$ cat config.mk
export PLATFORM = sky130hd
export DESIGN_NAME = cordic_vec_seq
export DESIGN_NICKNAME = d
export VERILOG_FILES = /design/src/rtl/cordic_vec_seq.sv
export SDC_FILE = /design/constraint.sdc
export NUM_CORES = 1
export LEC_CHECK = 0
export BUFFER_PORTS_ARGS = -buffer_cell sky130_fd_sc_hd__buf_2
export CAP_MARGIN = 40
export CORE_MARGIN = 3
export CORE_UTILIZATION = 58
export CTS_BUF_LIST = sky130_fd_sc_hd__clkbuf_8
export DETAILED_ROUTE_END_ITERATION = 8
export GPL_ROUTABILITY_DRIVEN = 1
export MAX_ROUTING_LAYER = met4
export PLACE_DENSITY = 0.84
export SETUP_SLACK_MARGIN = 0.5
export SYNTH_ARGS = -nofsm -noshare
export SYNTH_HDL_FRONTEND = slang
export SYNTH_SLANG_ARGS = --single-unit
$ cat constraint.sdc
create_clock -name clk -period 5.54 [get_ports clk]
set_input_delay 0.277 -clock clk [delete_from_list [all_inputs] [get_ports clk]]
set_output_delay 0.277 -clock clk [all_outputs]
set_load 0.02 [all_outputs]
$ cat src/rtl/cordic_vec_seq.sv
// Sequential CORDIC vectoring engine: magnitude and atan2 of a signed 1.4.11 vector.
// Optional CORDIC_VEC_SEQ_GAIN_COMP_EN adds a one-cycle gain-compensation state (x * 0.6073).
//
// state | meaning
// ------+-------------------------------------------------------------
// IDLE  | waiting for a vector, in_ready high, last result held
// FOLD  | move left-half-plane vectors into the right half plane
// ROT   | one micro-rotation per cycle, i = 0 .. ITER-1
// COMP  | scale x by the inverse CORDIC gain (macro builds only)
// DONE  | result presented, held until out_ready
module cordic_vec_seq #(
  parameter int WIDTH = 16,
  parameter int ITER  = 12
) (
  input  logic             clk,
  input  logic             rst,
  input  logic             in_valid,
  output logic             in_ready,
  input  logic [WIDTH-1:0] x_in,
  input  logic [WIDTH-1:0] y_in,
  output logic             out_valid,
  input  logic             out_ready,
  output logic [WIDTH-1:0] mag_out,
  output logic [WIDTH-1:0] angle_out,
  output logic             busy
);

  localparam int W2 = WIDTH + 2;
  localparam logic signed [W2-1:0] PI_C    = W2'(6434);
  localparam logic signed [W2-1:0] SAT_MAX = W2'((1 << (WIDTH - 1)) - 1);
  localparam logic signed [W2-1:0] SAT_MIN = ~SAT_MAX;
  localparam logic [3:0]           LAST_I  = 4'(ITER - 1);

  typedef enum logic [2:0] {
    IDLE,
    FOLD,
    ROT,
`ifdef CORDIC_VEC_SEQ_GAIN_COMP_EN
    COMP,
`endif
    DONE
  } state_t;

  state_t                 state_q;
  logic signed [W2-1:0]   x_q, y_q, th_q;
  logic [3:0]             i_q;
  logic                   zero_q;
  logic [WIDTH-1:0]       mag_q, ang_q;

  logic signed [W2-1:0]   x_sh, y_sh, at_i;
  logic signed [W2-1:0]   x_d, y_d, th_d;

  function automatic logic signed [W2-1:0] atan_lut(input logic [3:0] k);
    logic signed [W2-1:0] a;
    case (k)
      4'd0:    a = W2'(1608);
      4'd1:    a = W2'(950);
      4'd2:    a = W2'(502);
      4'd3:    a = W2'(255);
      4'd4:    a = W2'(128);
      4'd5:    a = W2'(64);
      4'd6:    a = W2'(32);
      4'd7:    a = W2'(16);
      4'd8:    a = W2'(8);
      4'd9:    a = W2'(4);
      4'd10:   a = W2'(2);
      4'd11:   a = W2'(1);
      default: a = '0;
    endcase
    return a;
  endfunction

  function automatic logic [WIDTH-1:0] sat(input logic signed [W2-1:0] v);
    if (v > SAT_MAX)      return SAT_MAX[WIDTH-1:0];
    else if (v < SAT_MIN) return SAT_MIN[WIDTH-1:0];
    else                  return v[WIDTH-1:0];
  endfunction

  // One micro-rotation from pre-update values; direction driven by the sign of y.
  always_comb begin
    x_sh = x_q >>> i_q;
    y_sh = y_q >>> i_q;
    at_i = atan_lut(i_q);
    x_d  = x_q + y_sh;
    y_d  = y_q - x_sh;
    th_d = th_q + at_i;
    if (y_q[W2-1]) begin
      x_d  = x_q - y_sh;
      y_d  = y_q + x_sh;
      th_d = th_q - at_i;
    end
  end

`ifdef CORDIC_VEC_SEQ_GAIN_COMP_EN
  localparam logic signed [W2+11:0] GAIN_C = (W2+12)'(1244);
  logic signed [W2+11:0] prod;
  logic signed [W2-1:0]  x_cmp;
  assign prod  = x_q * GAIN_C;
  assign x_cmp = prod[W2+10:11];
`endif

  always_ff @(posedge clk or negedge rst) begin
    if (!rst) begin
      state_q <= IDLE;
      x_q     <= '0;
      y_q     <= '0;
      th_q    <= '0;
      i_q     <= '0;
      zero_q  <= 1'b0;
      mag_q   <= '0;
      ang_q   <= '0;
    end else begin
      unique case (state_q)
        IDLE: begin
          if (in_valid) begin
            x_q     <= {{2{x_in[WIDTH-1]}}, x_in};
            y_q     <= {{2{y_in[WIDTH-1]}}, y_in};
            th_q    <= '0;
            zero_q  <= (x_in == '0) && (y_in == '0);
            state_q <= FOLD;
          end
        end
        FOLD: begin
          if (x_q[W2-1]) begin
            x_q  <= -x_q;
            y_q  <= -y_q;
            th_q <= y_q[W2-1] ? -PI_C : PI_C;
          end
          i_q     <= '0;
          state_q <= ROT;
        end
        ROT: begin
          x_q  <= x_d;
          y_q  <= y_d;
          th_q <= th_d;
          i_q  <= i_q + 4'd1;
          if (i_q == LAST_I) begin
`ifdef CORDIC_VEC_SEQ_GAIN_COMP_EN
            state_q <= COMP;
`else
            mag_q   <= sat(x_d);
            // A zero vector would otherwise accumulate the whole atan table.
            ang_q   <= zero_q ? '0 : sat(th_d);
            state_q <= DONE;
`endif
          end
        end
`ifdef CORDIC_VEC_SEQ_GAIN_COMP_EN
        COMP: begin
          x_q     <= x_cmp;
          mag_q   <= sat(x_cmp);
          ang_q   <= zero_q ? '0 : sat(th_q);
          state_q <= DONE;
        end
`endif
        DONE: begin
          if (out_ready) state_q <= IDLE;
        end
        default: state_q <= IDLE;
      endcase
    end
  end

  assign in_ready  = (state_q == IDLE);
  assign busy      = (state_q != IDLE);
  assign out_valid = (state_q == DONE);
  assign mag_out   = mag_q;
  assign angle_out = ang_q;

endmodule

# Word-level counts from Yosys, hierarchy flattened
# Memory sizes are Yosys's and may differ from the RTL's.
# Cells that the tools add are included.
# word_totals
word_cells,68
memories,1
reg_bits,94
rom_bits,176
# memory_table
name,depth,width,read_ports,rd_ports_with_merged_regs,write_ports,line,text
(name not given),16,11,1,0,0,55,case (k)
# op_classes
n_addsub,9
n_shift,2
mux,23
n_reduce_logical,12
n_eq_ne,8
n_lt_le_gt_ge,4
# ops
operator,count
$mux W18,10
$pmux W18 S3,3
$mux W16,5
$add A18 B18 Y18,3
$sub A18 B18 Y18,3
$gt A18 B16 Y1 const B,2
$lt A18 B16 Y1 const B,2
$neg A18 Y18,2
$sshr A18 B4 Y18,2
$logic_not A16 Y1,2
$pmux W3 S4,1
$mux W3,3
$pmux W4 S2,1
$eq A3 B2 Y1 const B,2
$ne A2 B2 Y1 const B,3
$reduce_and A2 Y1,3
$reduce_and A3 Y1,2
$reduce_bool A3 Y1,2
$add A4 B1 Y4 const B,1
$eq A4 B4 Y1 const B,1
$eq A3 B1 Y1 const B,1
$logic_not A3 Y1,1
$ne A2 B1 Y1 const B,1
$reduce_bool A2 Y1,1
$logic_and A1 B1 Y1,1

# Longest topological paths before layout
# An unclocked memory read counts as a cell.
# logic_depth
ltp_word,7
mapped_depth,25

# Worst setup path after synthesis
# No wires, ideal clock.
# synth_timing
path_type,reg2reg
start,register i_q[3]
end,register mag_q[8] (netlist: mag_out[8])
arrival_ns,5.127
period_less_slack_ns,5.253
setup_ns,0.126
stages_incl_launch_ff,25
required_ns,5.414
n_path_buf,5
setup_slack_ns,0.287
path_cell_list,dfrtp_1 -> clkbuf_1 -> clkbuf_1 -> buf_2 -> clkbuf_1 -> a21oi_1 -> a21oi_1 -> ha_1 -> nand2_1 -> nor4b_2 -> nor3_1 -> a21oi_1 -> o21ai_0 -> ha_1 -> a21o_1 -> a21o_1 -> a221o_1 -> a31oi_1 -> a21boi_0 -> xnor2_1 -> xnor2_1 -> nor2_1 -> a211o_1 -> buf_4 -> a221o_1
# synth_via
elab_chain_cells,6
word_cells_on_any_way,10
# synth_lines
element,line,text
start: declaration,46,logic [3:0] i_q;
start signal: assignment,136,i_q <= i_q + 4'd1;
$sshr A18 B4 Y18,82,y_sh = y_q >>> i_q;
$add A18 B18 Y18 or $sub A18 B18 Y18 (tied branches),"84, 88",
$mux W18,87,if (y_q[W2-1]) begin
$lt A18 B16 Y1,75,else if (v < SAT_MIN) return SAT_MIN[WIDTH-1:0];
$mux W16,75,
$mux W16,74,if (v > SAT_MAX) return SAT_MAX[WIDTH-1:0];
end signal: assignment,141,mag_q <= sat(x_d);
end: declaration,48,"logic [WIDTH-1:0] mag_q, ang_q;"
# Several ways; a longest one is shown, not always the timed one.
# A chain may end at the register's enable or synchronous reset.

# Worst setup path after layout
# layout_timing
start,register i_q[1]
end,register mag_q[7] (netlist: mag_out[7])
# The elaborated chain is that of the path after synthesis.

==> out/summary.txt <==
Status: completed
Post-synthesis sequential area ratio: 0.228
Slew margin rel.: 0.541
Worst-Skew Late Latency: 400 ps
Tmin final: 5200 ps
DRT iter0 DRCs: 1106
Max Freq: 192 MHz
Synth Flop Type: dfrtp_1
Detail Route Antenna Nets: 0
RSZ-0062 raised after global routing: true
Most common cell after layout, fill and taps aside: nand2_1
DR vias: 10441
CTS tree: yes
Hold Crit Class: input port to flip-flop
Worst-path fanout max: 8
Port Buf Inserts: 70
Area share of the largest cell type after synthesis: 0.228
Max Cap Viol: 0
Syn Area/Cell: 8.27 um2
Fin. Hold Viols: 0
Filler instances: 1336
Cts bufs inserted: 9
Initial Util: 0.604
Final Max Tran Viols: 0
Startpoint of the worst hold path: y_in[7]
Reg area: 0.00234 mm2
DP Cell Count: 1512
Hold_ws: 170 ps
First-pass GRT wire length: 52300 um
Antenna violations before repair: 0
WP data arrival: 5470 ps
Clk sinks: 93
Row count: 47
Chip Width: 139 um
FF-to-FF setup slack: 340 ps
Top post-synthesis cells by area: dfrtp_1 (23%), ha_1 (8.3%), xnor2_1 (6.4%)
Largest net degree at the start of global routing: 61
Synth area leader: dfrtp_1
Register bit total from synthesis: 93
Post-synth EDFFs: 0
Final clock skew: 18.3 ps
P&R area growth vs syn: 17.8%
Io pins: 71
Worst Path Required: 5810 ps
Clock buffer depth: 2
Nets: 1461
Met3 GRT Util: 0.0759
Setup_tns: 0 ps
WS Path Type: flip-flop to flip-flop
CTS root buf: clkbuf_8
DP HPWL: 24100 um
YS warnings: 0
Avg WL per Cell: 21.5 um
Layout cells sized above 1: 0.247
Number of global-route vias before repair: 9790
Synth async-reset ratio: 1.00
Routability cong.: 0.989
Syn Std Cell Area: 0.0102 mm2
WHS Path Cells: 3
Worst-case reg-to-reg path depth: 23
# diodes: 0
Synthesized net count: 1343
Clock-pin slew on the worst setup and hold paths: 110 ps
Die footprint: 0.0193 mm2
DR pass1 iterations: 5
Layout Cells excl Fill: 1579
Gr busiest metal: met2
Crit. Startpoint: i_q[1]
Post-DP Area: 0.0111 mm2
R2r startpoint: i_q[1]
Die H: 139 um
Worst slew pin tran: 689 ps
Core Footprint: 0.0169 mm2
Post-synthesis cell count: 1236
Final period util: 0.938
Routing usage on met2: 0.510
Overflow left after global routing: 0
Met1 usage in global routing: 0.466
Critical path capture point type: flip-flop
Residual DRC count: 0
All-Layer GR Usage: 0.345
RR Endpoint: mag_out[7]
Post-synth cell types: 82
WHS Endpoint: y_q[7]
Routed vias/inst: 6.61
Final Setup Violations: 0
Final Instance Area: 0.0120 mm2
Final WL: 33900 um
Crit path launch type: flip-flop
Multi-input logic area: 0.00771 mm2
H-tree levels: 3
Commonest cells after routing, fill and taps aside: nand2_1 (120), nor2_1 (114), buf_4 (102)
-- flip-flops by register name (all words and copies together) (netlist names) --
signal / flops
state_q: 2
th_q: 18
angle_out: 16
y_q: 18
i_q: 4
zero_q: 1
x_q: 18
mag_out: 16
-- logic make-up (layout without fill, tap and decap cells) --
family                     Yosys count  count (layout)  share of synthesized area
AOI/OAI and AO/OA                  367             368                      0.242
buffers and inverters              137             258                     0.0586
and+or+nand+nor                    390             391                      0.184
muxes                               78              78                      0.112
DFF                                 93              93                      0.228
xor gates and xnor gates           100             100                     0.0864
adders and majority gates           71              71                     0.0891
-- worst max-delay path, cell delays in order, from the launching register on --
cell and delay [ps]:
dfrtp_2 490, buf_6 130, buf_6 90, mux4_2 560
nand2_2 110, a21oi_2 60, a21oi_2 180, ha_4 180
nand2_4 70, nor4b_4 390, buf_4 190, a21oi_2 50
o21ai_1 160, ha_1 260, a21o_1 200, a21o_1 150
a221o_1 340, a31oi_1 190, a21boi_2 220, xnor2_2 90
xnor2_2 260, nor2_4 80, a211o_4 310, a221o_1 310
-- worst max path at each step --
stage,to,slack (ps)
after floorplan,mag_out[8],460
after global placement,y_q[16],50
after detailed placement,mag_out[7],-30
after CTS,mag_out[4],470
after global routing,mag_out[12],120
final,mag_out[7],340
-- per-stage QoR --
stage | setup slack, ps | util
2_1_floorplan | 457 | -
3_3_place_gp | 53.3 | 0.652
3_5_place_dp | -28.6 | 0.653
4_1_cts | 471 | 0.689
5_1_grt | 119 | 0.711
6_report | 341 | 0.711
-- area by class of cell --
| type | count | area share |
|---|---|---|
| inverters | 53 | 0.0172 |
| clock inverters | 6 | 0.00374 |
| flip-flops and latches | 93 | 0.194 |
| multi-input cells | 1008 | 0.640 |
| clock buffers | 10 | 0.0114 |
| repair buffers | 189 | 0.110 |
| well taps | 220 | 0.0229 |
-- timing repair --
item                                    in CTS  in global routing
pin swaps                                   21                 25
hold buffers                                 1                  0
gates resized for setup                     59                 48
hold endpoints to repair                    44                  0
buffers inserted                            25                 21
endpoints found under the setup margin      39                 42
cloned                                       2                  1
-- metal layers --
| layer | routed length [um] | up-vias | share of wire |
|---|---|---|---|
| li1 | - | 4801 | - |
| met1 | 14200 | 4979 | 0.42 |
| met2 | 15100 | 580 | 0.45 |
| met3 | 3360 | 81 | 0.099 |
| met4 | 1170 | 0 | 0.034 |
| met5 | 0 | - | 0 |
-- synth_stat cells, drive strengths merged, types with 11 or more instances --
library cell,instances
dfrtp,93
mux4,26
a211oi,11
o31ai,23
nor2,119
mux2i,40
a31oi,15
a21oi,82
or3,11
nand3,21
a221oi,19
and3,11
a21o,14
buf,33
xnor2,76
nand2,126
nor4,16
nor3,28
mux2,12
clkbuf,51
o21ai,97
inv,47
o21a,13
nor2b,13
nand2b,11
ha,68
xor2,24
a221o,30
Power is left out: the tool's default activity adds up to more than one toggle a clock period on the data nets, which glitch-free logic cannot reach.
